### src/rtl/qcom_issuer_if.sv
// Bundle of command, peripheral and status signals around qcom_issuer.
// The slave view belongs to the issuer; the master view drives it.
interface qcom_issuer_if #(
    parameter int FIFO_AW = 3
);
    logic               cmd_vld_i;
    logic [4:0]         cmd_op_i;
    logic [31:0]        cmd_dt_i;
    logic               cmd_rdy_o;
    logic               qcom_en_o;
    logic [4:0]         qcom_op_o;
    logic [31:0]        qcom_dt1_o;
    logic               qcom_rdy_i;
    logic               qcom_vld_i;
    logic [31:0]        qcom_dt1_i;
    logic [31:0]        qcom_dt2_i;
    logic               qcom_flag_i;
    logic               rsp_vld_o;
    logic [31:0]        rsp_dt1_o;
    logic [31:0]        rsp_dt2_o;
    logic               rsp_flag_o;
    logic               busy_o;
    logic [FIFO_AW:0]   pend_o;
    logic [1:0]         err_o;
    logic               err_clr_i;

    modport slave (
        input  cmd_vld_i, cmd_op_i, cmd_dt_i, qcom_rdy_i, qcom_vld_i,
               qcom_dt1_i, qcom_dt2_i, qcom_flag_i, err_clr_i,
        output cmd_rdy_o, qcom_en_o, qcom_op_o, qcom_dt1_o, rsp_vld_o,
               rsp_dt1_o, rsp_dt2_o, rsp_flag_o, busy_o, pend_o, err_o
    );

    modport master (
        output cmd_vld_i, cmd_op_i, cmd_dt_i, qcom_rdy_i, qcom_vld_i,
               qcom_dt1_i, qcom_dt2_i, qcom_flag_i, err_clr_i,
        input  cmd_rdy_o, qcom_en_o, qcom_op_o, qcom_dt1_o, rsp_vld_o,
               rsp_dt1_o, rsp_dt2_o, rsp_flag_o, busy_o, pend_o, err_o
    );
endinterface

### src/rtl/qcom_issuer.sv
// Queues commands in a small FIFO and issues them one at a time to the QCOM
// peripheral, supervising its rdy handshake with ack/done timeouts.
module qcom_issuer #(
    parameter int FIFO_AW = 3,
    parameter int ACK_TO  = 15,
    parameter int DONE_TO = 1023
) (
    input  logic          c_clk_i,
    input  logic          c_rst_i,
    qcom_issuer_if.slave  bus
);
    localparam logic [FIFO_AW:0] DEPTH    = {1'b1, {FIFO_AW{1'b0}}};
    localparam logic [9:0]       ACK_LIM  = 10'(ACK_TO);
    localparam logic [9:0]       DONE_LIM = 10'(DONE_TO);
    localparam logic [9:0]       TMR_MAX  = '1;

    typedef enum logic [1:0] {ST_IDLE, ST_ISSUE, ST_ACK, ST_DONE} state_e;

    typedef struct packed {
        logic [4:0]  op;
        logic [31:0] dt;
    } cmd_t;

    cmd_t               mem_q [2**FIFO_AW];
    logic [FIFO_AW-1:0] wr_ptr_q, wr_ptr_d, rd_ptr_q, rd_ptr_d;
    logic [FIFO_AW:0]   cnt_q, cnt_d;
    state_e             state_q, state_d;
    logic [9:0]         tmr_q, tmr_d, tmr_inc;
    logic               en_q, en_d, busy_q, busy_d;
    logic [4:0]         op_q, op_d;
    logic [31:0]        dt_q, dt_d;
    logic [1:0]         err_q, err_d, err_set;
    logic               rsp_vld_q, rsp_vld_d, rsp_flag_q, rsp_flag_d;
    logic [31:0]        rsp_dt1_q, rsp_dt1_d, rsp_dt2_q, rsp_dt2_d;
    logic               cmd_rdy, push, pop;

    always_comb begin
        // NOTE: every signal gets a default before the case so no latch is inferred.
        state_d = state_q;
        tmr_d   = tmr_q;
        op_d    = op_q;
        dt_d    = dt_q;
        err_set = '0;

        cmd_rdy  = (cnt_q < DEPTH);
        push     = bus.cmd_vld_i && cmd_rdy;
        pop      = (state_q == ST_IDLE) && (cnt_q != '0) && bus.qcom_rdy_i;
        wr_ptr_d = push ? wr_ptr_q + FIFO_AW'(1) : wr_ptr_q;
        rd_ptr_d = pop  ? rd_ptr_q + FIFO_AW'(1) : rd_ptr_q;
        cnt_d    = cnt_q + (FIFO_AW+1)'(push) - (FIFO_AW+1)'(pop);
        tmr_inc  = (tmr_q == TMR_MAX) ? tmr_q : tmr_q + 10'd1;

        unique case (state_q)
            ST_IDLE: begin
                if (pop) begin
                    state_d = ST_ISSUE;
                    op_d    = mem_q[rd_ptr_q].op;
                    dt_d    = mem_q[rd_ptr_q].dt;
                end
            end
            ST_ISSUE: begin
                state_d = ST_ACK;
                tmr_d   = '0;
            end
            ST_ACK: begin
                if (!bus.qcom_rdy_i) begin
                    state_d = ST_DONE;
                    tmr_d   = '0;
                end else if (tmr_inc >= ACK_LIM) begin
                    err_set[0] = 1'b1;
                    state_d    = ST_IDLE;
                end else begin
                    tmr_d = tmr_inc;
                end
            end
            ST_DONE: begin
                if (bus.qcom_rdy_i) begin
                    state_d = ST_IDLE;
                end else if (tmr_inc >= DONE_LIM) begin
                    err_set[1] = 1'b1;
                    state_d    = ST_IDLE;
                end else begin
                    tmr_d = tmr_inc;
                end
            end
            default: state_d = ST_IDLE;
        endcase

        en_d   = (state_d == ST_ISSUE);
        busy_d = (state_d != ST_IDLE);
        // A set in the same cycle as a clear takes priority.
        err_d  = (err_q & ~{2{bus.err_clr_i}}) | err_set;

        rsp_vld_d  = bus.qcom_vld_i;
        rsp_dt1_d  = bus.qcom_vld_i ? bus.qcom_dt1_i : rsp_dt1_q;
        rsp_dt2_d  = bus.qcom_vld_i ? bus.qcom_dt2_i : rsp_dt2_q;
        rsp_flag_d = bus.qcom_flag_i;
    end

    // NOTE: FIFO storage carries no reset; pointers and count alone define validity.
    always_ff @(posedge c_clk_i) begin
        if (push) begin
            mem_q[wr_ptr_q] <= {bus.cmd_op_i, bus.cmd_dt_i};
        end
    end

    // NOTE: state registers use non-blocking assignments so all flops update together.
    always_ff @(posedge c_clk_i or posedge c_rst_i) begin
        if (c_rst_i) begin
            state_q    <= ST_IDLE;
            wr_ptr_q   <= '0;
            rd_ptr_q   <= '0;
            cnt_q      <= '0;
            tmr_q      <= '0;
            en_q       <= 1'b0;
            busy_q     <= 1'b0;
            op_q       <= '0;
            dt_q       <= '0;
            err_q      <= '0;
            rsp_vld_q  <= 1'b0;
            rsp_dt1_q  <= '0;
            rsp_dt2_q  <= '0;
            rsp_flag_q <= 1'b0;
        end else begin
            state_q    <= state_d;
            wr_ptr_q   <= wr_ptr_d;
            rd_ptr_q   <= rd_ptr_d;
            cnt_q      <= cnt_d;
            tmr_q      <= tmr_d;
            en_q       <= en_d;
            busy_q     <= busy_d;
            op_q       <= op_d;
            dt_q       <= dt_d;
            err_q      <= err_d;
            rsp_vld_q  <= rsp_vld_d;
            rsp_dt1_q  <= rsp_dt1_d;
            rsp_dt2_q  <= rsp_dt2_d;
            rsp_flag_q <= rsp_flag_d;
        end
    end

    assign bus.cmd_rdy_o  = cmd_rdy;
    assign bus.pend_o     = cnt_q;
    assign bus.qcom_en_o  = en_q;
    assign bus.qcom_op_o  = op_q;
    assign bus.qcom_dt1_o = dt_q;
    assign bus.busy_o     = busy_q;
    assign bus.err_o      = err_q;
    assign bus.rsp_vld_o  = rsp_vld_q;
    assign bus.rsp_dt1_o  = rsp_dt1_q;
    assign bus.rsp_dt2_o  = rsp_dt2_q;
    assign bus.rsp_flag_o = rsp_flag_q;
endmodule
### src/flat_wrapper.sv
// flat-port wrapper written by rule: the top's interface ports become plain ports
module qcom_issuer_flat 
#(
    parameter int FIFO_AW = 3,
    parameter int ACK_TO  = 15,
    parameter int DONE_TO = 1023
)
  (c_clk_i, c_rst_i, bus_cmd_vld_i, bus_cmd_op_i, bus_cmd_dt_i, bus_qcom_rdy_i, bus_qcom_vld_i, bus_qcom_dt1_i, bus_qcom_dt2_i, bus_qcom_flag_i, bus_err_clr_i, bus_cmd_rdy_o, bus_qcom_en_o, bus_qcom_op_o, bus_qcom_dt1_o, bus_rsp_vld_o, bus_rsp_dt1_o, bus_rsp_dt2_o, bus_rsp_flag_o, bus_busy_o, bus_pend_o, bus_err_o);
  qcom_issuer_if #(.FIFO_AW(FIFO_AW)) bus_i ();
  input  logic c_clk_i;
  input  logic c_rst_i;
  input wire logic [$bits(bus_i.cmd_vld_i)-1:0] bus_cmd_vld_i;
  input wire logic [$bits(bus_i.cmd_op_i)-1:0] bus_cmd_op_i;
  input wire logic [$bits(bus_i.cmd_dt_i)-1:0] bus_cmd_dt_i;
  input wire logic [$bits(bus_i.qcom_rdy_i)-1:0] bus_qcom_rdy_i;
  input wire logic [$bits(bus_i.qcom_vld_i)-1:0] bus_qcom_vld_i;
  input wire logic [$bits(bus_i.qcom_dt1_i)-1:0] bus_qcom_dt1_i;
  input wire logic [$bits(bus_i.qcom_dt2_i)-1:0] bus_qcom_dt2_i;
  input wire logic [$bits(bus_i.qcom_flag_i)-1:0] bus_qcom_flag_i;
  input wire logic [$bits(bus_i.err_clr_i)-1:0] bus_err_clr_i;
  output wire logic [$bits(bus_i.cmd_rdy_o)-1:0] bus_cmd_rdy_o;
  output wire logic [$bits(bus_i.qcom_en_o)-1:0] bus_qcom_en_o;
  output wire logic [$bits(bus_i.qcom_op_o)-1:0] bus_qcom_op_o;
  output wire logic [$bits(bus_i.qcom_dt1_o)-1:0] bus_qcom_dt1_o;
  output wire logic [$bits(bus_i.rsp_vld_o)-1:0] bus_rsp_vld_o;
  output wire logic [$bits(bus_i.rsp_dt1_o)-1:0] bus_rsp_dt1_o;
  output wire logic [$bits(bus_i.rsp_dt2_o)-1:0] bus_rsp_dt2_o;
  output wire logic [$bits(bus_i.rsp_flag_o)-1:0] bus_rsp_flag_o;
  output wire logic [$bits(bus_i.busy_o)-1:0] bus_busy_o;
  output wire logic [$bits(bus_i.pend_o)-1:0] bus_pend_o;
  output wire logic [$bits(bus_i.err_o)-1:0] bus_err_o;
  assign bus_i.cmd_vld_i = bus_cmd_vld_i;
  assign bus_i.cmd_op_i = bus_cmd_op_i;
  assign bus_i.cmd_dt_i = bus_cmd_dt_i;
  assign bus_i.qcom_rdy_i = bus_qcom_rdy_i;
  assign bus_i.qcom_vld_i = bus_qcom_vld_i;
  assign bus_i.qcom_dt1_i = bus_qcom_dt1_i;
  assign bus_i.qcom_dt2_i = bus_qcom_dt2_i;
  assign bus_i.qcom_flag_i = bus_qcom_flag_i;
  assign bus_i.err_clr_i = bus_err_clr_i;
  assign bus_cmd_rdy_o = bus_i.cmd_rdy_o;
  assign bus_qcom_en_o = bus_i.qcom_en_o;
  assign bus_qcom_op_o = bus_i.qcom_op_o;
  assign bus_qcom_dt1_o = bus_i.qcom_dt1_o;
  assign bus_rsp_vld_o = bus_i.rsp_vld_o;
  assign bus_rsp_dt1_o = bus_i.rsp_dt1_o;
  assign bus_rsp_dt2_o = bus_i.rsp_dt2_o;
  assign bus_rsp_flag_o = bus_i.rsp_flag_o;
  assign bus_busy_o = bus_i.busy_o;
  assign bus_pend_o = bus_i.pend_o;
  assign bus_err_o = bus_i.err_o;
  qcom_issuer #(.FIFO_AW(FIFO_AW), .ACK_TO(ACK_TO), .DONE_TO(DONE_TO)) u_core (.c_clk_i(c_clk_i), .c_rst_i(c_rst_i), .bus(bus_i));
endmodule
### config.mk
export PLATFORM = sky130hd
export DESIGN_NAME = qcom_issuer_flat
export DESIGN_NICKNAME = d
export VERILOG_FILES = /design/src/rtl/qcom_issuer_if.sv /design/src/rtl/qcom_issuer.sv /design/src/flat_wrapper.sv
export SDC_FILE = /design/constraint.sdc
export NUM_CORES = 1
export LEC_CHECK = 0
export ABC_CLOCK_PERIOD_IN_PS = 4300
export CAP_MARGIN = 20
export CORE_AREA = 2 2 187 189
export DETAILED_ROUTE_END_ITERATION = 16
export DIE_AREA = 0 0 189 191
export MAX_ROUTING_LAYER = met4
export PLACE_DENSITY = 0.74
export SLEW_MARGIN = 10
export SYNTH_ARGS = -nofsm -noshare
export SYNTH_HDL_FRONTEND = slang
export SYNTH_SLANG_ARGS = --single-unit
### constraint.sdc
create_clock -name c_clk_i -period 4.3 [get_ports c_clk_i]
set_input_delay 0.86 -clock c_clk_i [delete_from_list [all_inputs] [get_ports c_clk_i]]
set_output_delay 0.86 -clock c_clk_i [all_outputs]
set_load 0.05 [all_outputs]
# Word level (Yosys, flattened, before mapping)
# Memories as Yosys holds them, arrays and structs flattened. A register that Yosys moved wholly into a read port is not among the register bits.
# Cells that the tools add are included.
[word_totals] register_bits=92 ramBits=296 input_bits=108 output_inout_bits=112 mem_count=1
[memory_table] name="u_core.mem_q" words=8 width=37 read_ports=1 rd_ports_with_merged_regs=1 wr=1 line="qcom_issuer.sv:24" source="cmd_t mem_q [2**FIFO_AW];"
[op_classes] addsub=5 magnitude_cmp=3 eq_ne=8 mux=20 bitwise_logic=3 n_reduce_logical=9
[ops] operator="$mux 10" n=5
[ops] operator="$pmux 10 s3" n=1
[ops] operator="$add 10x1->10 const B" n=1
[ops] operator="$eq 10x10->1 const B" n=1
[ops] operator="$ge 10x10->1 const B" n=1
[ops] operator="$ge 10x4->1 const B" n=1
[ops] operator="$mux 2" n=5
[ops] operator="$mux 1" n=8
[ops] operator="$pmux 2 s4" n=1
[ops] operator="$add 3x1->3 const B" n=2
[ops] operator="$add 4x1->4" n=1
[ops] operator="$eq 2x1->1 const B" n=2
[ops] operator="$eq 2x2->1 const B" n=2
[ops] operator="$lt 4x4->1 const B" n=1
[ops] operator="$ne 2x2->1 const B" n=2
[ops] operator="$reduce_and 4->1" n=1
[ops] operator="$reduce_bool 4->1" n=1
[ops] operator="$sub 4x1->4" n=1
[ops] operator="$logic_and 1x1->1" n=3
[ops] operator="$ne 3x3->1 const B" n=1
[ops] operator="$reduce_bool 3->1" n=1
[ops] operator="$and 2x2->2" n=1
[ops] operator="$logic_not 2->1" n=1
[ops] operator="$not 2->2" n=1
[ops] operator="other kinds (3)" n=3

# Logic depth before layout (Yosys ltp)
[depth] depth_word=7 depth_mapped=11 ltp_nobuf=11

# Worst setup path after synthesis
# Ideal clock, no wire load.
[synth_path] kind="input -> register" startpoint="input bus_cmd_vld_i" endpoint="memory u_core.mem_q[0][0] (netlist bit) (enable)" arrival_time_ns=3.872 slack_ns=-0.049 stages=4 cell_sequence="nor2b_1 > clkbuf_1 > nand2b_1 > nor3_1"
[synth_via] elab_chain_cells=3
[synth_rtl] item="start: declaration" line="flat_wrapper.sv:12" source="input wire logic [$bits(bus_i.cmd_vld_i)-1:0] bus_cmd_vld_i;"
[synth_rtl] item="$logic_and 1x1->1" line="qcom_issuer.sv:46" source="push = bus.cmd_vld_i && cmd_rdy;"
[synth_rtl] item="via u_core.push" line="qcom_issuer.sv:35" source="logic cmd_rdy, push, pop;"
[synth_rtl] item="$mux 1" line="qcom_issuer.sv:102" source="if (push) begin"
[synth_rtl] item="$mux 1 (not written as such)" line="qcom_issuer.sv:103" source="mem_q[wr_ptr_q] <= {bus.cmd_op_i, bus.cmd_dt_i};"
[synth_rtl] item="end: declaration" line="qcom_issuer.sv:24"
# The timed path passes the listed nets, and every way through them passes these cells.

# Worst setup path after layout
[layout_path] startpoint="register u_core.tmr_q[0]" endpoint="register u_core.tmr_q[0]"
[layout_via] elab_chain_cells=5 word_cells_on_any_way=13 cone_classes="add/sub: 1; order compare: 2; eq/ne: 3; mux: 6; reduce/logical: 1"
[layout_rtl] item="start: declaration" line="qcom_issuer.sv:28" source="logic [9:0] tmr_q, tmr_d, tmr_inc;"
[layout_rtl] item="start signal: assignment" line="qcom_issuer.sv:129" source="tmr_q <= tmr_d;"
[layout_rtl] item="$add 10x1->10 or $eq 10x10->1 (tied branches)" line="qcom_issuer.sv:51" source="tmr_inc = (tmr_q == TMR_MAX) ? tmr_q : tmr_q + 10'd1;"
[layout_rtl] item="$mux 10 *" line="qcom_issuer.sv:51"
[layout_rtl] item="$ge 10x4->1, or another cell as far along" line="qcom_issuer.sv:69" source="end else if (tmr_inc >= ACK_LIM) begin"
[layout_rtl] item="$ne 3x3->1 (no line), or another cell as far along"
[layout_rtl] item="$reduce_and 4->1 (no line) or $pmux 10 s3 (tied branches)"
# Every way passes the cells marked *; elsewhere a longest branch is shown, timed or not. The select of a mux whose other input is x is not followed.
# A chain may end at the register's enable or synchronous reset.

==> key figures <==
Detailed routing
  • Detail Route Antenna Nets: 0
  • TritonRoute pass-1 iters: 5
  • Via Count: about 8.6k
  • 1st-iter DRT viols: 579
  • Routed wire per std cell: ~21 um
  • # DRC: 0
  • Met3 routed WL: about 2300 um
  • Detailed Route WL: around 33,000 um
  • Vias per Instance: ~5.4
  • Top sig layer: met4
  • Wl on met1: roughly 14,000 um
  • WL met2: 16,500 um

Hold path
  • Hold path cells: 2
  • Hold crit path type: register to register
  • Hold endpoint: u_core.bus.qcom_dt1_o[13]$_DFFE_PP0P_
  • Hold Startpoint: u_core.bus.qcom_dt1_o[13]$_DFFE_PP0P_

Critical path
  • Critical R2R Capture: u_core.tmr_q[0]$_DFFE_PP0P_
  • WP data arrival: 3.35 ns
  • R2r setup slk: ~1.4 ns
  • RR Startpoint: u_core.tmr_q[0]$_DFFE_PP0P_
  • Setup crit end kind: register
  • Max Fanout on Critical Path: 17
  • Reg2Reg Depth: 8
  • Worst Path Buf+Inv: 0
  • CP cell instances: ha_1 -> nand4_1 -> nor4_1 -> o221ai_2 -> o41ai_4 -> o211a_4 -> nor3_2 -> mux2_2
  • Worst setup SP type: register
  • Crit-path leading delay family: compound AO/OA/AOI/OAI gates
  • Worst Setup Path Type: register to register
  • Worst path max stage delay: between 0.4 and 0.5 ns
  • CP max stage cell: ha_1
  • Critical Path RT: approximately 4.7 ns

Placed design
  • Final RePlAce weighted congestion: 0.891
  • Post-DP HPWL: approximately 21,000 um
  • PortBufs: between 200 and 250

Clock network
  • CTS root buffer: clkbuf_16
  • # hold bufs at CTS: 0
  • Max Buffers Root-to-Sink: 3
  • CTS Buf Count: between 40 and 50
  • Clock sinks: between 400 and 500
  • Post-CTS setup buffers: 0
  • Clock latency on the worst-skew pair: roughly 0.53 ns
  • CTS H-tree lvls: 2
  • Reg clk slew, reported paths: about 0.060 ns
  • CTS tree: built
  • Post-cts resize count: 0

Synthesis
  • Sequential element share of the synthesized area: 0.738
  • Synth warn: 0
  • Cell taking the most area after synthesis: edfxtp_1
  • Average size of a mapped cell: 18.8 um^2
  • Main synth FF type: edfxtp_1
  • Total nets after synthesis: roughly 1,000
  • EDFF count, synth: 296
  • Post-Syn Area: about 16,000 um^2
  • Synth area leaders: edfxtp_1 (54%), dfrtp_1 (20%), mux4_2 (10%)
  • Ys async rst share: 0.304
  • Post-Synthesis Cells: slightly below 900
  • Synth Register Bits: roughly 430
  • Post-synth top area share: 0.541
  • Yosys cell types: 56

Floorplanning
  • Starting Density: 0.482
  • Die Ht: around 190 um
  • Core Area: between 30,000 and 40,000 um^2
  • Die area: 36,100 um^2
  • Num rows: 68
  • Die W: between 150 and 200 um
  • Top Ports: 220

Pwr
  • Sequential share of power: 0.434
  • P_int: approximately 8700 uW
  • Clock power frac: 0.271
  • Switch share: 0.323
  • Combinational Power Share: 0.295
  • Leak: 0.00730 uW
  • Power per cell area: 619 nW/um^2
  • Sw power: 4130 uW
  • VDD IR max: 495 uV

Final layout
  • FF/Latch Area: 12,100 um^2
  • Total Nets Final: between 1k and 1.5k
  • Most frequent cells in the layout: edfxtp_1 (296), clkdlybuf4s50_1 (218), dfrtp_1 (126), mux4_2 (74), mux2_2 (66)
  • FILL cells: about 2.5k
  • Area Overhead vs Synth: 25.6%
  • Share of cells above drive strength 1: 0.215
  • Area of the multi-input gates: 4130 um^2
  • Commonest non-fill, non-tap cell in the layout: edfxtp_1

Global routing
  • Gr usage total: 0.191
  • Initial antenna violation count: 2
  • Largest net degree at the start of global routing: 130
  • First-pass GRT wire length: around 52,000 um
  • Grt total ovfl: 0
  • Number of global-route vias before repair: ~9k

Timing
  • Worst-Margin Slew: about 0.99 ns
  • Fin crit share: 0.685
  • Max Freq: ~340 MHz
  • Final clock skew: ~0.022 ns
  • Fin crit period: a little under 3 ns
  • Final Max Slew Viols: 0
  • Final Hold Viols: 0
  • Hold Slack: 0.479 ns
  • Max_slew headroom: 0.338
  • RSZ-0062 raised after global routing: false
  • TNS Setup: 0 ns
  • Final Setup Violations: 0

Status
  • Status: complete, no violations

Flow run
  • Maxcap violations: 0
## state kept, by name (all words and copies together), names as in the netlist
register and count:
u_core.bus.busy_o 1, u_core.bus.err_o 2, u_core.bus.pend_o 4, u_core.bus.qcom_dt1_o 32, u_core.bus.qcom_en_o 1, u_core.bus.qcom_op_o 5
u_core.bus.rsp_dt1_o 32, u_core.bus.rsp_dt2_o 32, u_core.bus.rsp_flag_o 1, u_core.bus.rsp_vld_o 1, u_core.mem_q 296, u_core.rd_ptr_q 3
u_core.state_q 2, u_core.tmr_q 10, u_core.wr_ptr_q 3
## per-stage QoR
step	std cells	util	setup WS (ns)	cell area (um^2)	power, uW
after detailed placement	1523	0.566	1.18	19300	9470
after CTS	1602	0.605	1.40	20600	13000
after global routing	1604	0.605	1.16	20600	13400
final	1604	0.605	1.35	20600	12800
after floorplan	876	-	0.941	16400	8120
after global placement	1523	0.566	1.19	19300	9400
## cell families after synthesis
family	Yosys count	synth area share
flip-flops	425	0.738
multiplexers	177	0.169
AND/OR/NAND/NOR	116	0.0336
AO/OA/AOI/OAI	79	0.0329
buffers and inverters	64	0.0162
adder cells (fa/ha/maj)	9	0.00731
XOR/XNOR	6	0.00320
## final cells by class
| class | count | share of cell area |
|---|---|---|
| Antenna cell | 2 | 0.000242 |
| Clock buffer | 59 | 0.0570 |
| Clock inverter | 20 | 0.00715 |
| Inverter | 18 | 0.00346 |
| Multi-Input combinational cell | 387 | 0.200 |
| Sequential cell | 425 | 0.588 |
| Tap cell | 455 | 0.0276 |
| Timing Repair Buffer | 238 | 0.117 |
## worst reg2reg max path, delay by kind of cell (launching register included)
| family | cells | cell delay (ns) |
|---|---|---|
| fa+ha+maj | 1 | 0.44 |
| simple gates | 3 | 0.70 |
| mux | 1 | 0.27 |
| compound gates | 3 | 1.00 |
| flops | 1 | 0.43 |
## worst max path at each step
| stage | cells after the start | to | startpoint |
|---|---|---|---|
| detailed placement | 5 | u_core.mem_q[5][20]$_DFFE_PP_ | bus_cmd_vld_i |
| CTS | 8 | u_core.tmr_q[0]$_DFFE_PP0P_ | u_core.tmr_q[0]$_DFFE_PP0P_ |
| floorplan | 4 | u_core.mem_q[1][0]$_DFFE_PP_ | bus_cmd_vld_i |
| finish | 8 | u_core.tmr_q[0]$_DFFE_PP0P_ | u_core.tmr_q[0]$_DFFE_PP0P_ |
| global route | 8 | u_core.tmr_q[0]$_DFFE_PP0P_ | u_core.tmr_q[0]$_DFFE_PP0P_ |
| global placement | 5 | u_core.mem_q[5][20]$_DFFE_PP_ | bus_cmd_vld_i |
## routing by layer
metal / global-route usage / up-vias
met2: 0.323 / 333
li1: - / 3903
met1: 0.241 / 4360
met4: 0.0412 / 0
met3: 0.0391 / 41
met5: - / -
## synth_stat cells (5+ instances only)
| cell | count |
|---|---|
| ha_1 | 8 |
| nand3_1 | 7 |
| mux2i_1 | 37 |
| o22a_1 | 5 |
| nor2_1 | 17 |
| clkbuf_1 | 28 |
| mux2_2 | 66 |
| nor3_1 | 8 |
| mux4_2 | 74 |
| dfrtp_1 | 129 |
| nand2_1 | 56 |
| buf_1 | 8 |
| o21ai_0 | 41 |
| nand2b_1 | 6 |
| inv_1 | 17 |
| edfxtp_1 | 296 |
| a21oi_1 | 6 |
| buf_2 | 6 |
## power by group through the flow
stage / sequential [uW] / clock [uW] / combinational, uW
2_1_floorplan: 6170 / 0 / 1950
3_3_place_gp: 5620 / 0 / 3780
3_5_place_dp: 5640 / 0 / 3830
4_1_cts: 5570 / 3560 / 3840
5_1_grt: 5630 / 3740 / 4040
6_report: 5550 / 3460 / 3780
No activity file was read; power rests on OpenSTA's default activity.
